File: config.mk
export PLATFORM = sky130hd
export DESIGN_NAME = s1d_host_cmd_dec
export DESIGN_NICKNAME = d
export VERILOG_FILES = /design/src/rtl/s1d_cmd_pkg.sv /design/src/rtl/s1d_bus_sync.sv /design/src/rtl/s1d_host_cmd_dec.sv
export SDC_FILE = /design/constraint.sdc
export NUM_CORES = 1
export LEC_CHECK = 0
export ABC_AREA = 1
export BUFFER_PORTS_ARGS = -buffer_cell sky130_fd_sc_hd__buf_4
export CAP_MARGIN = 5
export CORE_AREA = 2 2 94 96
export DETAILED_ROUTE_END_ITERATION = 6
export DIE_AREA = 0 0 96 98
export GPL_TIMING_DRIVEN = 0
export PLACE_DENSITY = 0.46
export SYNTH_ARGS = -nofsm -noshare
export SYNTH_HDL_FRONTEND = slang
export SYNTH_HIERARCHICAL = 1
export SYNTH_SLANG_ARGS = --single-unit
File: constraint.sdc
create_clock -name P_MCLKI -period 1.93 [get_ports P_MCLKI]
set_input_delay 0.0965 -clock P_MCLKI [delete_from_list [all_inputs] [get_ports P_MCLKI]]
set_output_delay 0.0965 -clock P_MCLKI [all_outputs]
set_load 0.01 [all_outputs]
File: src/rtl/s1d_cmd_pkg.sv
// rtl/s1d_cmd_pkg.sv - S1D13700 command opcodes, parameter table and decoder state type.
package s1d_cmd_pkg;

   localparam logic [7:0] CMD_SYSSET    = 8'h40;
   localparam logic [7:0] CMD_SCROLL    = 8'h44;
   localparam logic [7:0] CMD_HDOTSCR   = 8'h5A;
   localparam logic [7:0] CMD_OVLAY     = 8'h5B;
   localparam logic [7:0] CMD_DISPOFF   = 8'h58;
   localparam logic [7:0] CMD_DISPON    = 8'h59;
   localparam logic [7:0] CMD_CSRFORM   = 8'h5D;
   localparam logic [7:0] CMD_CGRAMADR  = 8'h5C;
   localparam logic [7:0] CMD_CSRW      = 8'h46;
   localparam logic [7:0] CMD_GRAYSCALE = 8'h60;
   localparam logic [7:0] CMD_SLEEPIN   = 8'h53;
   localparam logic [7:0] CMD_MWRITE    = 8'h42;
   // 0x4C..0x4F: low two bits carry the cursor direction
   localparam logic [5:0] CMD_CSRDIR_HI = 6'b010011;

   localparam int CNT_W = 4;

   typedef enum logic [1:0] {
      ST_IDLE  = 2'd0,
      ST_PARAM = 2'd1,
      ST_MWR   = 2'd2
   } dec_state_e;

   typedef struct packed {
      logic             has_param;
      logic [4:0]       base;
      logic [CNT_W-1:0] limit;
   } param_info_t;

   function automatic param_info_t param_info(input logic [7:0] cmd);
      param_info_t info;
      info           = '0;
      info.has_param = 1'b1;
      case (cmd)
         CMD_SYSSET:               begin info.base = 5'h00; info.limit = 4'd8;  end
         CMD_SCROLL:               begin info.base = 5'h08; info.limit = 4'd10; end
         CMD_HDOTSCR:              begin info.base = 5'h12; info.limit = 4'd1;  end
         CMD_OVLAY:                begin info.base = 5'h13; info.limit = 4'd1;  end
         CMD_DISPOFF, CMD_DISPON:  begin info.base = 5'h14; info.limit = 4'd1;  end
         CMD_CSRFORM:              begin info.base = 5'h15; info.limit = 4'd2;  end
         CMD_CGRAMADR:             begin info.base = 5'h17; info.limit = 4'd2;  end
         CMD_CSRW:                 begin info.base = 5'h19; info.limit = 4'd2;  end
         CMD_GRAYSCALE:            begin info.base = 5'h1B; info.limit = 4'd1;  end
         default:                  info.has_param = 1'b0;
      endcase
      return info;
   endfunction

endpackage

File: src/rtl/s1d_bus_sync.sv
// rtl/s1d_bus_sync.sv - host write strobe synchroniser, data capture and release-edge event.
module s1d_bus_sync #(
   parameter int SYNC_STG = 2
) (
   input  logic       clk,
   input  logic       rst_n,
   input  logic       ce_x,
   input  logic       a0,
   input  logic       wr_x,
   input  logic [7:0] din,
   output logic       wr_evt,
   output logic       cap_a0,
   output logic [7:0] cap_dat
);

   logic [SYNC_STG-1:0] sync_q, sync_d;
   logic                act_prev_q, act_prev_d;
   logic                wr_evt_q, wr_evt_d;
   logic                cap_a0_q, cap_a0_d;
   logic [7:0]          cap_dat_q, cap_dat_d;
   logic                act;

   assign act = sync_q[SYNC_STG-1];

   always_comb begin
      sync_d     = {sync_q[SYNC_STG-2:0], ~ce_x & ~wr_x};
      act_prev_d = act;
      // Event on strobe release, registered so capture has settled before decode
      wr_evt_d   = act_prev_q & ~act;
      cap_a0_d   = act ? a0  : cap_a0_q;
      cap_dat_d  = act ? din : cap_dat_q;
   end

   always_ff @(posedge clk or negedge rst_n) begin
      if (!rst_n) begin
         sync_q     <= '0;
         act_prev_q <= 1'b0;
         wr_evt_q   <= 1'b0;
         cap_a0_q   <= 1'b0;
         cap_dat_q  <= 8'h00;
      end else begin
         sync_q     <= sync_d;
         act_prev_q <= act_prev_d;
         wr_evt_q   <= wr_evt_d;
         cap_a0_q   <= cap_a0_d;
         cap_dat_q  <= cap_dat_d;
      end
   end

   assign wr_evt  = wr_evt_q;
   assign cap_a0  = cap_a0_q;
   assign cap_dat = cap_dat_q;

endmodule

File: src/rtl/s1d_host_cmd_dec.sv
// rtl/s1d_host_cmd_dec.sv - S1D13700 host command/parameter decoder producing register and memory write strobes.
module s1d_host_cmd_dec #(
   parameter int SYNC_STG = 2,
   parameter int RADDR_W  = 5
) (
   input  logic               P_MCLKI,
   input  logic               P_RST_X,
   input  logic               ce_x,
   input  logic               a0,
   input  logic               wr_x,
   input  logic [7:0]         din,
   output logic               reg_we,
   output logic [RADDR_W-1:0] reg_addr,
   output logic [7:0]         reg_wdata,
   output logic               mem_we,
   output logic [7:0]         mem_wdata,
   output logic               mem_start,
   output logic               disp_on,
   output logic               sleep,
   output logic [1:0]         csr_dir,
   output logic               busy
);

   import s1d_cmd_pkg::*;

   logic        wr_evt, cap_a0;
   logic [7:0]  cap_dat;
   param_info_t info;

   dec_state_e         state_q, state_d;
   logic [RADDR_W-1:0] base_q, base_d;
   logic [CNT_W-1:0]   lim_q, lim_d, cnt_q, cnt_d;
   logic               reg_we_q, reg_we_d, mem_we_q, mem_we_d, mem_start_q, mem_start_d;
   logic [RADDR_W-1:0] reg_addr_q, reg_addr_d;
   logic [7:0]         reg_wdata_q, reg_wdata_d, mem_wdata_q, mem_wdata_d;
   logic               disp_on_q, disp_on_d, sleep_q, sleep_d;
   logic [1:0]         csr_dir_q, csr_dir_d;

   s1d_bus_sync #(.SYNC_STG(SYNC_STG)) u_sync (
      .clk     (P_MCLKI),
      .rst_n   (P_RST_X),
      .ce_x    (ce_x),
      .a0      (a0),
      .wr_x    (wr_x),
      .din     (din),
      .wr_evt  (wr_evt),
      .cap_a0  (cap_a0),
      .cap_dat (cap_dat)
   );

   assign info = param_info(cap_dat);

   always_comb begin
      state_d     = state_q;
      base_d      = base_q;
      lim_d       = lim_q;
      cnt_d       = cnt_q;
      reg_we_d    = 1'b0;
      mem_we_d    = 1'b0;
      mem_start_d = 1'b0;
      reg_addr_d  = reg_addr_q;
      reg_wdata_d = reg_wdata_q;
      mem_wdata_d = mem_wdata_q;
      disp_on_d   = disp_on_q;
      sleep_d     = sleep_q;
      csr_dir_d   = csr_dir_q;
      if (wr_evt) begin
         if (cap_a0) begin
            cnt_d   = '0;
            state_d = ST_IDLE;
            if (info.has_param) begin
               state_d = ST_PARAM;
               base_d  = RADDR_W'(info.base);
               lim_d   = info.limit;
            end
            if (cap_dat == CMD_SYSSET)                 sleep_d   = 1'b0;
            if (cap_dat == CMD_SLEEPIN)                sleep_d   = 1'b1;
            if (cap_dat[7:1] == CMD_DISPON[7:1])       disp_on_d = cap_dat[0];
            if (cap_dat[7:2] == CMD_CSRDIR_HI)         csr_dir_d = cap_dat[1:0];
            if (cap_dat == CMD_MWRITE) begin
               state_d     = ST_MWR;
               mem_start_d = 1'b1;
            end
         end else begin
            case (state_q)
               ST_PARAM: begin
                  // Excess parameters are dropped; count holds at the limit
                  if (cnt_q < lim_q) begin
                     reg_we_d    = 1'b1;
                     reg_addr_d  = base_q + RADDR_W'(cnt_q);
                     reg_wdata_d = cap_dat;
                     cnt_d       = cnt_q + 1'b1;
                  end
               end
               ST_MWR: begin
                  mem_we_d    = 1'b1;
                  mem_wdata_d = cap_dat;
               end
               default: ;
            endcase
         end
      end
   end

   always_ff @(posedge P_MCLKI or negedge P_RST_X) begin
      if (!P_RST_X) begin
         state_q     <= ST_IDLE;
         base_q      <= '0;
         lim_q       <= '0;
         cnt_q       <= '0;
         reg_we_q    <= 1'b0;
         mem_we_q    <= 1'b0;
         mem_start_q <= 1'b0;
         reg_addr_q  <= '0;
         reg_wdata_q <= 8'h00;
         mem_wdata_q <= 8'h00;
         disp_on_q   <= 1'b0;
         sleep_q     <= 1'b0;
         csr_dir_q   <= 2'b00;
      end else begin
         state_q     <= state_d;
         base_q      <= base_d;
         lim_q       <= lim_d;
         cnt_q       <= cnt_d;
         reg_we_q    <= reg_we_d;
         mem_we_q    <= mem_we_d;
         mem_start_q <= mem_start_d;
         reg_addr_q  <= reg_addr_d;
         reg_wdata_q <= reg_wdata_d;
         mem_wdata_q <= mem_wdata_d;
         disp_on_q   <= disp_on_d;
         sleep_q     <= sleep_d;
         csr_dir_q   <= csr_dir_d;
      end
   end

   assign reg_we    = reg_we_q;
   assign reg_addr  = reg_addr_q;
   assign reg_wdata = reg_wdata_q;
   assign mem_we    = mem_we_q;
   assign mem_wdata = mem_wdata_q;
   assign mem_start = mem_start_q;
   assign disp_on   = disp_on_q;
   assign sleep     = sleep_q;
   assign csr_dir   = csr_dir_q;
   assign busy      = wr_evt;

endmodule

==> results of run 1 <==
==> kinds of logic after synthesis <==
| group | share of synthesized area |
|---|---|
| and+or+nand+nor | 0.256 |
| DFF | 0.560 |
| AOI/OAI and AO/OA | 0.0754 |
| buffers and inverters | 0.0474 |
| adders and majority gates | 0.0438 |
| xor gates and xnor gates | 0.0178 |
==> sequential cells by signal, indices dropped and copies added (netlist names), 2 cells and up <==
name and count:
state_q 2, cnt_q 4, u_sync/cap_dat 8, reg_addr 5, u_sync/sync_q 2, reg_wdata 8
csr_dir 2, base_q 5, mem_wdata 8, lim_q 3
==> Yosys cell counts <==
library cell / instances / area [um2]
nor2_1: 18 / 67.6
fa_1: 1 / 20.0
dfrtp_1: 55 / 1380
nand2_1: 96 / 360
nor2_2: 5 / 31.3
nand2_4: 1 / 11.3
a21oi_2: 1 / 8.76
inv_1: 21 / 78.8
nor2_4: 1 / 11.3
a211oi_1: 1 / 7.51
inv_2: 2 / 7.51
nand3_4: 1 / 17.5
nand4_1: 4 / 25.0
o21ai_1: 1 / 5.00
buf_6: 1 / 11.3
nand3b_1: 1 / 7.51
buf_2: 3 / 15.0
xor2_1: 1 / 8.76
nand3_1: 18 / 90.1
o21ai_2: 1 / 8.76
o21ai_0: 27 / 135
a21oi_1: 4 / 20.0
nand2_2: 1 / 6.26
xnor2_1: 4 / 35.0
clkbuf_1: 1 / 3.75
ha_1: 7 / 87.6
==> metrics by stage <==
step | utilization | power (W)
4_1_cts | 0.366 | 0.00225
2_1_floorplan | - | 0.00141
3_5_place_dp | 0.343 | 0.00153
5_1_grt | 0.366 | 0.00233
6_report | 0.366 | 0.00221
3_3_place_gp | 0.343 | 0.00153
==> layout make-up <==
type | count | area [um2] | share of cell area
tap | 108 | 135 | 0.0436
clock buffer | 6 | 82.6 | 0.0267
multi-input combinational | 194 | 965 | 0.312
buffer | 5 | 30.0 | 0.00970
clock inverter | 2 | 13.8 | 0.00444
sequential | 55 | 1380 | 0.444
timing repair buffer | 51 | 408 | 0.132
inverter | 23 | 86.3 | 0.0279
==> final timing paths <==
check | from | end | slack [ns] | cells past startpoint
max | cnt_q[1] | reg_wdata[5] | 0.19 | 8
max reg2reg | cnt_q[1] | reg_wdata[5] | 0.19 | 8
min reg2reg | u_sync/sync_q[0] | u_sync/sync_q[1] | 0.36 | 0
min | din[7] | u_sync/cap_dat[7] | -0.0003 | 3
max in group asynchronous | P_RST_X | state_q[1] | 1.07 | 2
min in group asynchronous | P_RST_X | u_sync/cap_dat[3] | 0.37 | 2
==> layer usage <==
metal  part of all wire  up-vias  track usage  routed length (um)
met5                  0        -            0                   0
li1                   -     1003            -                   -
met1               0.50      914        0.187                2720
met2               0.46       37        0.196                2510
met4             0.0089        0       0.0352                  49
met3              0.037        4       0.0247                 205
==> power groups by stage <==
stage               Combinational [W]  Clock [W]  Sequential (W)
finish                       0.000259   0.000692         0.00126
global route                 0.000302   0.000756         0.00127
CTS                          0.000265   0.000718         0.00126
detailed placement           0.000249          0         0.00129
global placement             0.000246          0         0.00129
floorplan                    0.000133          0         0.00128
==> critical path, delay by kind of cell (launching register included) <==
family | cells | cell delay (ns)
buffers and inverters | 1 | 0.22
flip-flops | 1 | 0.48
AO/OA/AOI/OAI | 2 | 0.24
adder cells (fa/ha/maj) | 1 | 0.31
AND/OR/NAND/NOR | 4 | 0.38
==> repair_timing <==
action                                  CTS  global route
hold buffers                             10             0
setup buffers                             0             0
hold endpoints to repair                 63             0
gates resized for setup                   0             0
endpoints found under the setup margin    0             0
==> results list, run 1 <==
- Outcome: complete, but fails checks
- Failing checks: negative hold slack
- Layout Area Growth over Synthesis: 26.0%
* Setup repair after global routing missed its margin: false
- Dividing total power by cell area gives a power density of 715 nW/um2.
- Across the run, the number of max-cap violations was 0.
- STA classifies the critical path startpoint as a flip-flop.
- The worst setup path is of the reg -> reg kind.
* Via count of the first global-routing pass: 2,013
- Antenna violations before repair: 0
- TritonCTS built the clock tree.
- The final layout contains routed wiring with a total length of 5480 um.
- First-pass GRT wire length: 9590 um
* Placement Rows: 34
* CP Cell Sequence: ha_1, nand2_1, nand2_1, a21oi_2, nand2_2, buf_2, nand2_1, o21ai_0
* Internal portion of total power: 0.00161 W
- Final GP Congestion: 0.745
- Largest net degree at the start of global routing: 56
* Post-DP HPWL: 4010 um
* Buffers from clock root to sink, at most: 2
- Clock transition at the registers of the reported paths: 0.11 ns
- The library cell used most frequently in the layout, excluding fill and tap cells, is nand2_1.
- Largest clock skew in the final design: 0.0139 ns
* Total vias in the final route: 1,958
- After synthesis the cells add up to 2460 um2.
- After routing the design area is 3100 um2.
- Most used cells in the layout excluding fill and tap cells: 96 x nand2_1, 55 x dfrtp_1, 41 x buf_4, 27 x o21ai_0, 21 x inv_1
- Drt first pass iters: 4
* Via-to-Cell Ratio: 4.41
* Cells after DPL: 426
* Worst Hold Slack: -0.000285 ns
* Fmax: 0.575 GHz
- Worst Path Arrival: 1.94 ns
- The H-tree was split into 2 levels.
- Core area: 8470 um2
- Pin placement for this block handled 42 I/O pins.
- The worst-case IR drop observed on VDD is 0.297 mV.
* P_sw: 0.000609 W
- Total nets after synthesis: 298
- Critical path's most frequent cell: nand2_1
- Logic gate share of total power: 0.117
* Part of the power in registers: 0.570
- Of the synthesized area, sequential elements account for 0.560.
* Reported leakage power: 1.63 nW
- In this run, CTS created clock tree buffers numbering 5.
* Final Max Slew Viols: 0
- Clock latency of the later-clocked register in the worst-skew pair: 0.31 ns
- The Yosys step of the flow raised 6 warnings.
- In this run the tightest slew margin relative to its limit is 0.521.
- Summed over all layers, the global routing overflow is 0.
- Setup_tns: 0 ns
- Clock network fraction of design power: 0.313
* Initial detailed-routing violation count: 45
- Fill cell instance count of the final layout: 911
- Summing all placed instances gives a cell area of 2900 um2.
- The clock drives 55 sinks.
- Crit path max-delay cell type: dfrtp_1
- Total die area: 9410 um2
* Endpoints failing hold: 1
- Final layout net count: 356
- Ratio of final minimum period to clock period: 0.901
* Width of the chip: 96 um
* Total of flip-flops plus latches after synthesis: 55
- Port Buffer Count: 41
- Across every metal layer, demand over resource in global routing totals 0.129.
* Post-synthesis cell count: 277
- In this run the vertical extent of the chip is 98 um.
- Of the total power, the share spent switching nets is 0.275.
- The tree is rooted in a clkbuf_8.
- Final setup violation count: 0
- Final Non-Filler Cells: 444
- Initial Utilization: 0.290
- Fraction of final layout cells with drive strength greater than 1: 0.196
- Yosys mapped the design onto 26 distinct sky130hd cell types.
* Detail Route Antenna Nets: 0
* # diodes: 0
- For the worst setup path, the data required time is 2.13 ns.
- Mean post-synth cell area: 8.87 um2
* Worst setup slack after placement: 0.196 ns
- The min-delay analysis places its worst path in the category in -> reg.
- After detailed routing, the average wire length per cell comes to 12.3 um.
* Type of element capturing the critical path: flip-flop
- Along the worst path, the maximum fanout reaches 10.
- Worst Setup Slack, final: 0.191 ns
- Slowest Stage Delay on Critical Path: 0.48 ns
- In the routed design, unresolved DRC markers number 0.
- At the pin with the least slew margin, the transition time is 0.718 ns.
- Crit path time final: 1.74 ns
(Power assumes the default switching activity.)
==> inputs of run 2 (changes only) <==
--- a/config.mk
+++ b/config.mk
@@ -8,11 +8,12 @@
 export ABC_AREA = 1
 export BUFFER_PORTS_ARGS = -buffer_cell sky130_fd_sc_hd__buf_4
 export CAP_MARGIN = 5
-export CORE_AREA = 2 2 94 96
+export CORE_AREA = 2 2 87 89
 export DETAILED_ROUTE_END_ITERATION = 6
-export DIE_AREA = 0 0 96 98
+export DIE_AREA = 0 0 89 91
 export GPL_TIMING_DRIVEN = 0
-export PLACE_DENSITY = 0.46
+export HOLD_SLACK_MARGIN = 0.12
+export PLACE_DENSITY = 0.52
 export SYNTH_ARGS = -nofsm -noshare
 export SYNTH_HDL_FRONTEND = slang
 export SYNTH_HIERARCHICAL = 1
==> run 2 against run 1 <==
  * The run now ends clean
  * Clock skew fell by 0.0020 ns
  * Critical path depth did not move
  * Sequential share of layout area decreased by 0.48 points
  * Critical endpoint unchanged
  * Largest cell class unchanged
  * Largest power group unchanged
==> results list, run 2 (synthesized netlist as in run 1, its figures left out) <==
* Outcome: complete, no violations
- The first-pass GRT wire length came to 8980 um (-6.4%).
- Final global-route overflow total: 0 (unchanged)
* Worst Max-Slew Pin Slew: 0.687 ns (-0.0314 ns)
- Hold Crit Class: in -> async
- Clock transition at the registers of the reported paths: 0.10 ns (about the same)
- The count of buffers added by post-CTS timing repair for setup was 0 (unchanged).
- Fmax: 0.580 GHz (+0.93%)
* Num CTS Buffers: 5 (unchanged)
- Ratio of final minimum period to clock period: 0.893 (-0.00828)
- The number of antenna violations at the first check in global routing is 0 (unchanged).
- The power density over the cells was 745 nW/um2 (+4.2%).
- Final Max Slew Viols: 0 (unchanged)
- The DRC violations left came to 0 (unchanged).
* Final GP Congestion: 0.827 (+11%)
- The post-route antenna net violation count came to 0 (unchanged).
* Max-cap violations: 0 (unchanged)
- The site row count is 31 (-8.8%).
* Max IR drop VDD: 0.356 mV (+20%)
* Endpoints failing hold: 0 (-1)
* Clock tree root driver cell: clkbuf_8
- The maximum number of buffers from clock root to sink came to 2 (unchanged).
- The via count was 1,968 (+0.51%).
- Setup repair after global routing left no endpoint under its margin.
- The worst setup path is launched from a flip-flop.
* Maximum fanout along the worst path: 10 (unchanged)
- The full die area is 8100 um2 (-14%).
- The violation count after the first detailed-route iteration was 88 (+96%).
- Worst EP required: 2.13 ns (about the same)
* Final setup violation count: 0 (unchanged)
* Largest clock skew in the final design: 0.0119 ns (-0.00196 ns)
- Worst Path Class, Setup: reg -> reg
* Sum of routed wire length over all layers: 5270 um (-3.8%)
- Leading cell type in the layout, fill and taps excluded: nand2_1
- Leaving out fill and tap cells, the most frequent cells in the layout are 96 x nand2_1, 55 x dfrtp_1, 41 x buf_4, 27 x o21ai_0, 21 x inv_1.
- The clock sink count came to 55 (unchanged).
* Critical path's most frequent cell: nand2_1
- Reported leakage power: 1.65 nW (+1.1%)
* Mean routed wirelength per cell: 12.1 um (-2.3%)
* Ports placed on the boundary: 42 (unchanged)
- The number of global-route vias before repair came to 1,856 (-7.8%).
- Port Buffer Count: 41 (unchanged)
- The largest individual stage delay along the critical path comes from the cell dfrtp_1.
* Utilization after layout: 0.439 (+0.0728)
- Clock latency of the later-clocked register in the worst-skew pair: 0.31 ns (about the same)
- The tightest slew margin relative to the limit is 0.542 (+0.0209).
- # diodes: 0 (unchanged)
* Width of the chip: 89 um (-7.3%)
* Sequential cell area: 1380 um2 (unchanged)
- The critical path goes through ha_1, nand2_1, nand2_1, a21oi_2, nand2_2, buf_2, nand2_1, o21ai_0.
- Largest net degree at the start of global routing: 56 (unchanged)
- Final layout net count: 358 (+0.56%)
- The data arrival time of the critical path came to 1.92 ns (-0.02 ns).
- CTS tree: built
- The H-tree depth came to 2 (unchanged).
- Relative to the synthesized area, the layout overhead comes to 27.4%.
* Core area: 7140 um2 (-16%)
* Total GRT Usage: 0.142 (+0.0134)
* Crit path time final: 1.72 ns (-0.0160 ns)
- Fraction of final layout cells with drive strength greater than 1: 0.195 (-0.00116)
- The initial core utilization was 0.344 (+0.0540).
* Type of element capturing the critical path: flip-flop
- The vias per cell was 4.50 (+2.1%).
- The half-perimeter wire length after placement was 3850 um (-3.9%).
* Multi-input gate area: 965 um2 (unchanged)
* Slowest Stage Delay on Critical Path: 0.48 ns (about the same)
- Fill cell instance count of the final layout: 754 (-17%)
- The final-layout setup total negative slack is 0 ns (unchanged).
* Drt first pass iters: 4 (unchanged)
* Die Ht: 91 um (-7.1%)
[run 2: worst paths after layout]
check	start	endpoint	slack [ns]	depth (start not counted)
max in group asynchronous	P_RST_X	base_q[0]	1.11	2
setup / recovery	cnt_q[1]	reg_wdata[5]	0.21	8
setup reg to reg	cnt_q[1]	reg_wdata[5]	0.21	8
hold / removal	P_RST_X	reg_wdata[5]	0.35	2
min in group P_MCLKI	u_sync/sync_q[0]	u_sync/sync_q[1]	0.36	0
hold reg to reg	u_sync/sync_q[0]	u_sync/sync_q[1]	0.36	0
[run 2: worst max-delay path: cells and delay by family (launching register included)]
family | cells | cell delay (ns)
fa+ha+maj | 1 | 0.30
compound gates | 2 | 0.23
flops | 1 | 0.48
simple gates | 4 | 0.36
buf+inv | 1 | 0.23
[run 2: timing repair]
action	in CTS	in global routing
endpoints found under the hold margin	65	0
gates resized for setup	0	0
hold buffers	12	0
[run 2: routing by layer]
metal | vias up | GRT usage | part of all wire
met2 | 41 | 0.208 | 0.45
met5 | - | 0 | 0
met1 | 914 | 0.215 | 0.50
met3 | 6 | 0.0300 | 0.042
met4 | 0 | 0.0336 | 0.011
li1 | 1007 | - | -
[run 2: where the power goes]
| group | internal, W | switching, W | leakage, nW |
|---|---|---|---|
| Sequential | 0.00121 | 0.0000553 | 0.748 |
| Combinational | 0.000105 | 0.000157 | 0.840 |
| Clock | 0.000427 | 0.000380 | 0.0618 |
| Total | 0.00174 | 0.000592 | 1.65 |
[run 2: cell type report]
| cell class | count | area share |
|---|---|---|
| inverter | 23 | 0.0276 |
| clock inverter | 2 | 0.0124 |
| tap | 99 | 0.0396 |
| timing repair buffer | 53 | 0.137 |
| multi-input combinational | 194 | 0.308 |
| buffer | 5 | 0.00959 |
| sequential | 55 | 0.440 |
| clock buffer | 6 | 0.0264 |
[run 2: per-stage QoR]
step                worst slack [ns]  power (W)  std cells  hold slack [ns]  area (um2)
global route                  0.0430    0.00246        437            0.380        3130
detailed placement             0.210    0.00153        417            0.191        2890
global placement               0.209    0.00153        417            0.196        2890
floorplan                      0.452    0.00141        277           -0.199        2460
finish                         0.207    0.00233        437            0.350        3130
CTS                            0.193    0.00237        437            0.365        3130
==> inputs of run 3 (changes only) <==
--- a/config.mk
+++ b/config.mk
@@ -8,11 +8,12 @@
 export ABC_AREA = 1
 export BUFFER_PORTS_ARGS = -buffer_cell sky130_fd_sc_hd__buf_4
 export CAP_MARGIN = 5
-export CORE_AREA = 2 2 87 89
+export CORE_AREA = 3 3 88 90
 export DETAILED_ROUTE_END_ITERATION = 6
-export DIE_AREA = 0 0 89 91
+export DIE_AREA = 0 0 91 93
 export GPL_TIMING_DRIVEN = 0
 export HOLD_SLACK_MARGIN = 0.12
+export MAX_ROUTING_LAYER = met4
 export PLACE_DENSITY = 0.52
 export SYNTH_ARGS = -nofsm -noshare
 export SYNTH_HDL_FRONTEND = slang
==> constraint.sdc (replaced) <==
create_clock -name P_MCLKI -period 1.6 [get_ports P_MCLKI]
set_input_delay 0.08 -clock P_MCLKI [delete_from_list [all_inputs] [get_ports P_MCLKI]]
set_output_delay 0.08 -clock P_MCLKI [all_outputs]
set_load 0.01 [all_outputs]
==> run 3 against run 2 <==
  * Clock-buffer cell count is the same
  * First-iteration DRC count up 6.8%
  * Die area is 4.5% higher
  * Critical path depth unchanged
  * Utilization rose by 1.6 points
  * Routed wire length is 3.7% higher
  * Combinational power grew 31%
  * Critical endpoint is now reg_wdata[2]
  * Global-route usage is 0.12 points higher
  * Setup slack got worse by 0.12 ns
==> results list, run 3 (synthesized netlist as in run 1, its figures left out) <==
* Via-to-Cell Ratio: 4.46 (-1.1%)
- The met3 wire length is 223 um (+1.8%).
- Final instance area: 3250 um2 (+3.8%)
- Crit path time final: 1.51 ns (-0.212 ns)
- Port Buffer Count: 41 (unchanged)
- Clock transition at the registers of the reported paths: 0.10 ns (about the same)
- TritonCTS built the clock tree.
- The worst register-to-register path begins at cnt_q[1].
* Cell area power density: 867 nW/um2 (+16%)
* Worst Path Class, Setup: reg -> reg
- The half-perimeter wire length after placement is 3870 um (+0.51%).
- Top routing layer in use: met4
* Routed length on met1: 2670 um (+1.3%)
- The count of filler cells inserted in the layout came to 742 (-1.6%).
- The library cell used most frequently in the layout, excluding fill and tap cells, is nand2_1.
* Utilization after layout: 0.455 (+0.0165)
- The via count was 1,974 (+0.30%).
* Final GP Congestion: 0.855 (+3.5%)
- The worst setup path is captured at a flip-flop.
- The detailed-routing iteration count for the pre-antenna-repair pass was 4 (unchanged).
- The routed wire length on met2 is 2470 um (+4.7%).
- The largest fanout on the critical path came to 7 (-3).
- The switching part of the total came to 0.266 (+0.0119).
- The final-layout setup total negative slack is 0 ns (unchanged).
- Clock network fraction of design power: 0.335 (-0.011)
- Placed cell areas: 2890 um2 (unchanged)
- Via count of the first global-routing pass: 1,953 (+5.2%)
- Sum of routed wire length over all layers: 5470 um (+3.7%)
- The final layout net count is 364 (+1.7%).
- The H-tree depth came to 2 (unchanged).
* Logic gate share of total power: 0.122 (+0.010)
* Hold Crit Class: in -> async
- The site row count was 31 (unchanged).
* Worst EP required: 1.80 ns (-0.33 ns)
- Max-cap violations: 0 (unchanged)
* Worst Max-Slew Pin Slew: 0.683 ns (-0.00434 ns)
- The setup slack after layout is 0.0896 ns (-0.118 ns).
- The worst vdd rail ir drop came to 0.499 mV (+40%).
- The DRC violations left was 0 (unchanged).
- The critical path starts at cnt_q[1].
- First-pass GRT wire length: 9520 um (+6.0%)
- Total GRT Usage: 0.143 (+0.00120)
* Clock latency of the later-clocked register in the worst-skew pair: 0.31 ns (about the same)
- The largest net degree at the start of global routing came to 56 (unchanged).
- Mean routed wirelength per cell: 12.3 um (+2.3%)
* Total die area: 8460 um2 (+4.5%)
- Cell count of the worst reg-to-reg path: 8 (unchanged)
- Worst Path Arrival: 1.71 ns (-0.21 ns)
- The run finished with clean final reports.
- Slack of the worst reg-to-reg path: 0.09 ns (-0.12 ns)
- Buffers from clock root to sink, at most: 2 (unchanged)
- Detail Route Antenna Nets: 0 (unchanged)
* Num CTS Buffers: 5 (unchanged)
- Internal portion of total power: 0.00207 W (+19%)
- Most used cells in the layout excluding fill and tap cells: 93 x nand2_1, 51 x dfrtp_1, 48 x buf_4, 22 x o21ai_0, 20 x inv_1
* Core area: 7140 um2 (unchanged)
* Die Ht: 93 um (+2.2%)
- Final setup violation count: 0 (unchanged)
- Setup repair after global routing missed its margin: false
- The setup clock skew after layout was 0.00615 ns (-0.00579 ns).
* Clock sinks: 55 (unchanged)
- Ports placed on the boundary: 42 (unchanged)
- Layout Area Growth over Synthesis: 32.2%
- Clock tree root driver cell: clkbuf_8
* Startpoint Class: flip-flop
* Reported leakage power: 1.69 nW (+2.5%)
* Antenna violations before repair: 0 (unchanged)
- The hold violation count in the final report was 0 (unchanged).
- Worst setup slack after placement: -0.113 ns (-0.324 ns)
* Width of the chip: 91 um (+2.2%)
- The layout cell share with drive strength beyond 1 is 0.256 (+0.0605).
* Ratio of final minimum period to clock period: 0.944 (+0.0514)
- The initial core utilization is 0.344 (unchanged).
- Max-slew headroom at the worst pin: 0.545 (+0.00290)
* Crit path to: reg_wdata[2]
* Final Max Slew Viols: 0 (unchanged)
- The total overflow reported by the global router came to 0 (unchanged).
* Initial detailed-routing violation count: 94 (+6.8%)
- The antenna diode count was 0 (unchanged).
- The maximum clock frequency was 0.662 GHz (+14%).
- P_sw: 0.000748 W (+26%)
* Part of the power in registers: 0.543 (about the same)
- Endpoint of the worst register-to-register path: reg_wdata[2]
[run 3: power by group through the flow]
stage | registers, W | logic (W) | clock network (W)
2_1_floorplan | 0.00154 | 0.000160 | 0
5_1_grt | 0.00154 | 0.000391 | 0.00104
3_3_place_gp | 0.00155 | 0.000292 | 0
6_report | 0.00153 | 0.000343 | 0.000944
4_1_cts | 0.00152 | 0.000320 | 0.000983
3_5_place_dp | 0.00155 | 0.000296 | 0
[run 3: metal layers]
metal	up-vias	GRT usage
li1	1020	-
met1	908	0.193
met2	38	0.219
met3	8	0.0282
met4	0	0.0452
met5	-	-
[run 3: how the worst min path moves through the flow]
stage                     cells after the start                to             start  slack, ns
final                                         2      reg_wdata[4]           P_RST_X       0.34
after CTS                                     0  u_sync/sync_q[1]  u_sync/sync_q[0]       0.36
after global routing                          0  u_sync/sync_q[1]  u_sync/sync_q[0]       0.37
after floorplan                               0         base_q[0]           P_RST_X      -0.22
after global placement                        1      reg_wdata[4]           P_RST_X       0.18
after detailed placement                      1      reg_wdata[4]           P_RST_X       0.17
[run 3: final cells by class]
class / instances / area, um2 / share of cell area
buffer: 4 / 42.5 / 0.0131
sequential: 55 / 1380 / 0.425
clock buffer: 6 / 72.6 / 0.0223
timing repair buffer: 60 / 480 / 0.148
multi-input combinational: 194 / 1020 / 0.315
inverter: 23 / 86.3 / 0.0266
tap: 99 / 124 / 0.0381
clock inverter: 2 / 38.8 / 0.0119
[run 3: critical path: stages (launching register included)]
cell and delay, ns:
dfrtp_2 0.43, ha_1 0.27, nand2_1 0.08, nand2_2 0.08
a21oi_4 0.16, nand2_4 0.11, buf_4 0.16, nand2_1 0.04
o21ai_0 0.07
[run 3: timing repair]
item / 4_1_cts / 5_1_grt
hold endpoints to repair: 65 / 0
pin swaps: 1 / 2
hold buffers: 12 / 0
gates resized for setup: 4 / 27
setup buffers: 4 / 3
endpoints found under the setup margin: 14 / 34
[run 3: stage by stage]
stage	hold slack, ns	cells	total power [W]
after global placement	0.177	417	0.00184
after global routing	0.366	443	0.00298
after floorplan	-0.216	277	0.00170
after detailed placement	0.172	417	0.00185
after CTS	0.364	441	0.00283
final	0.335	443	0.00281
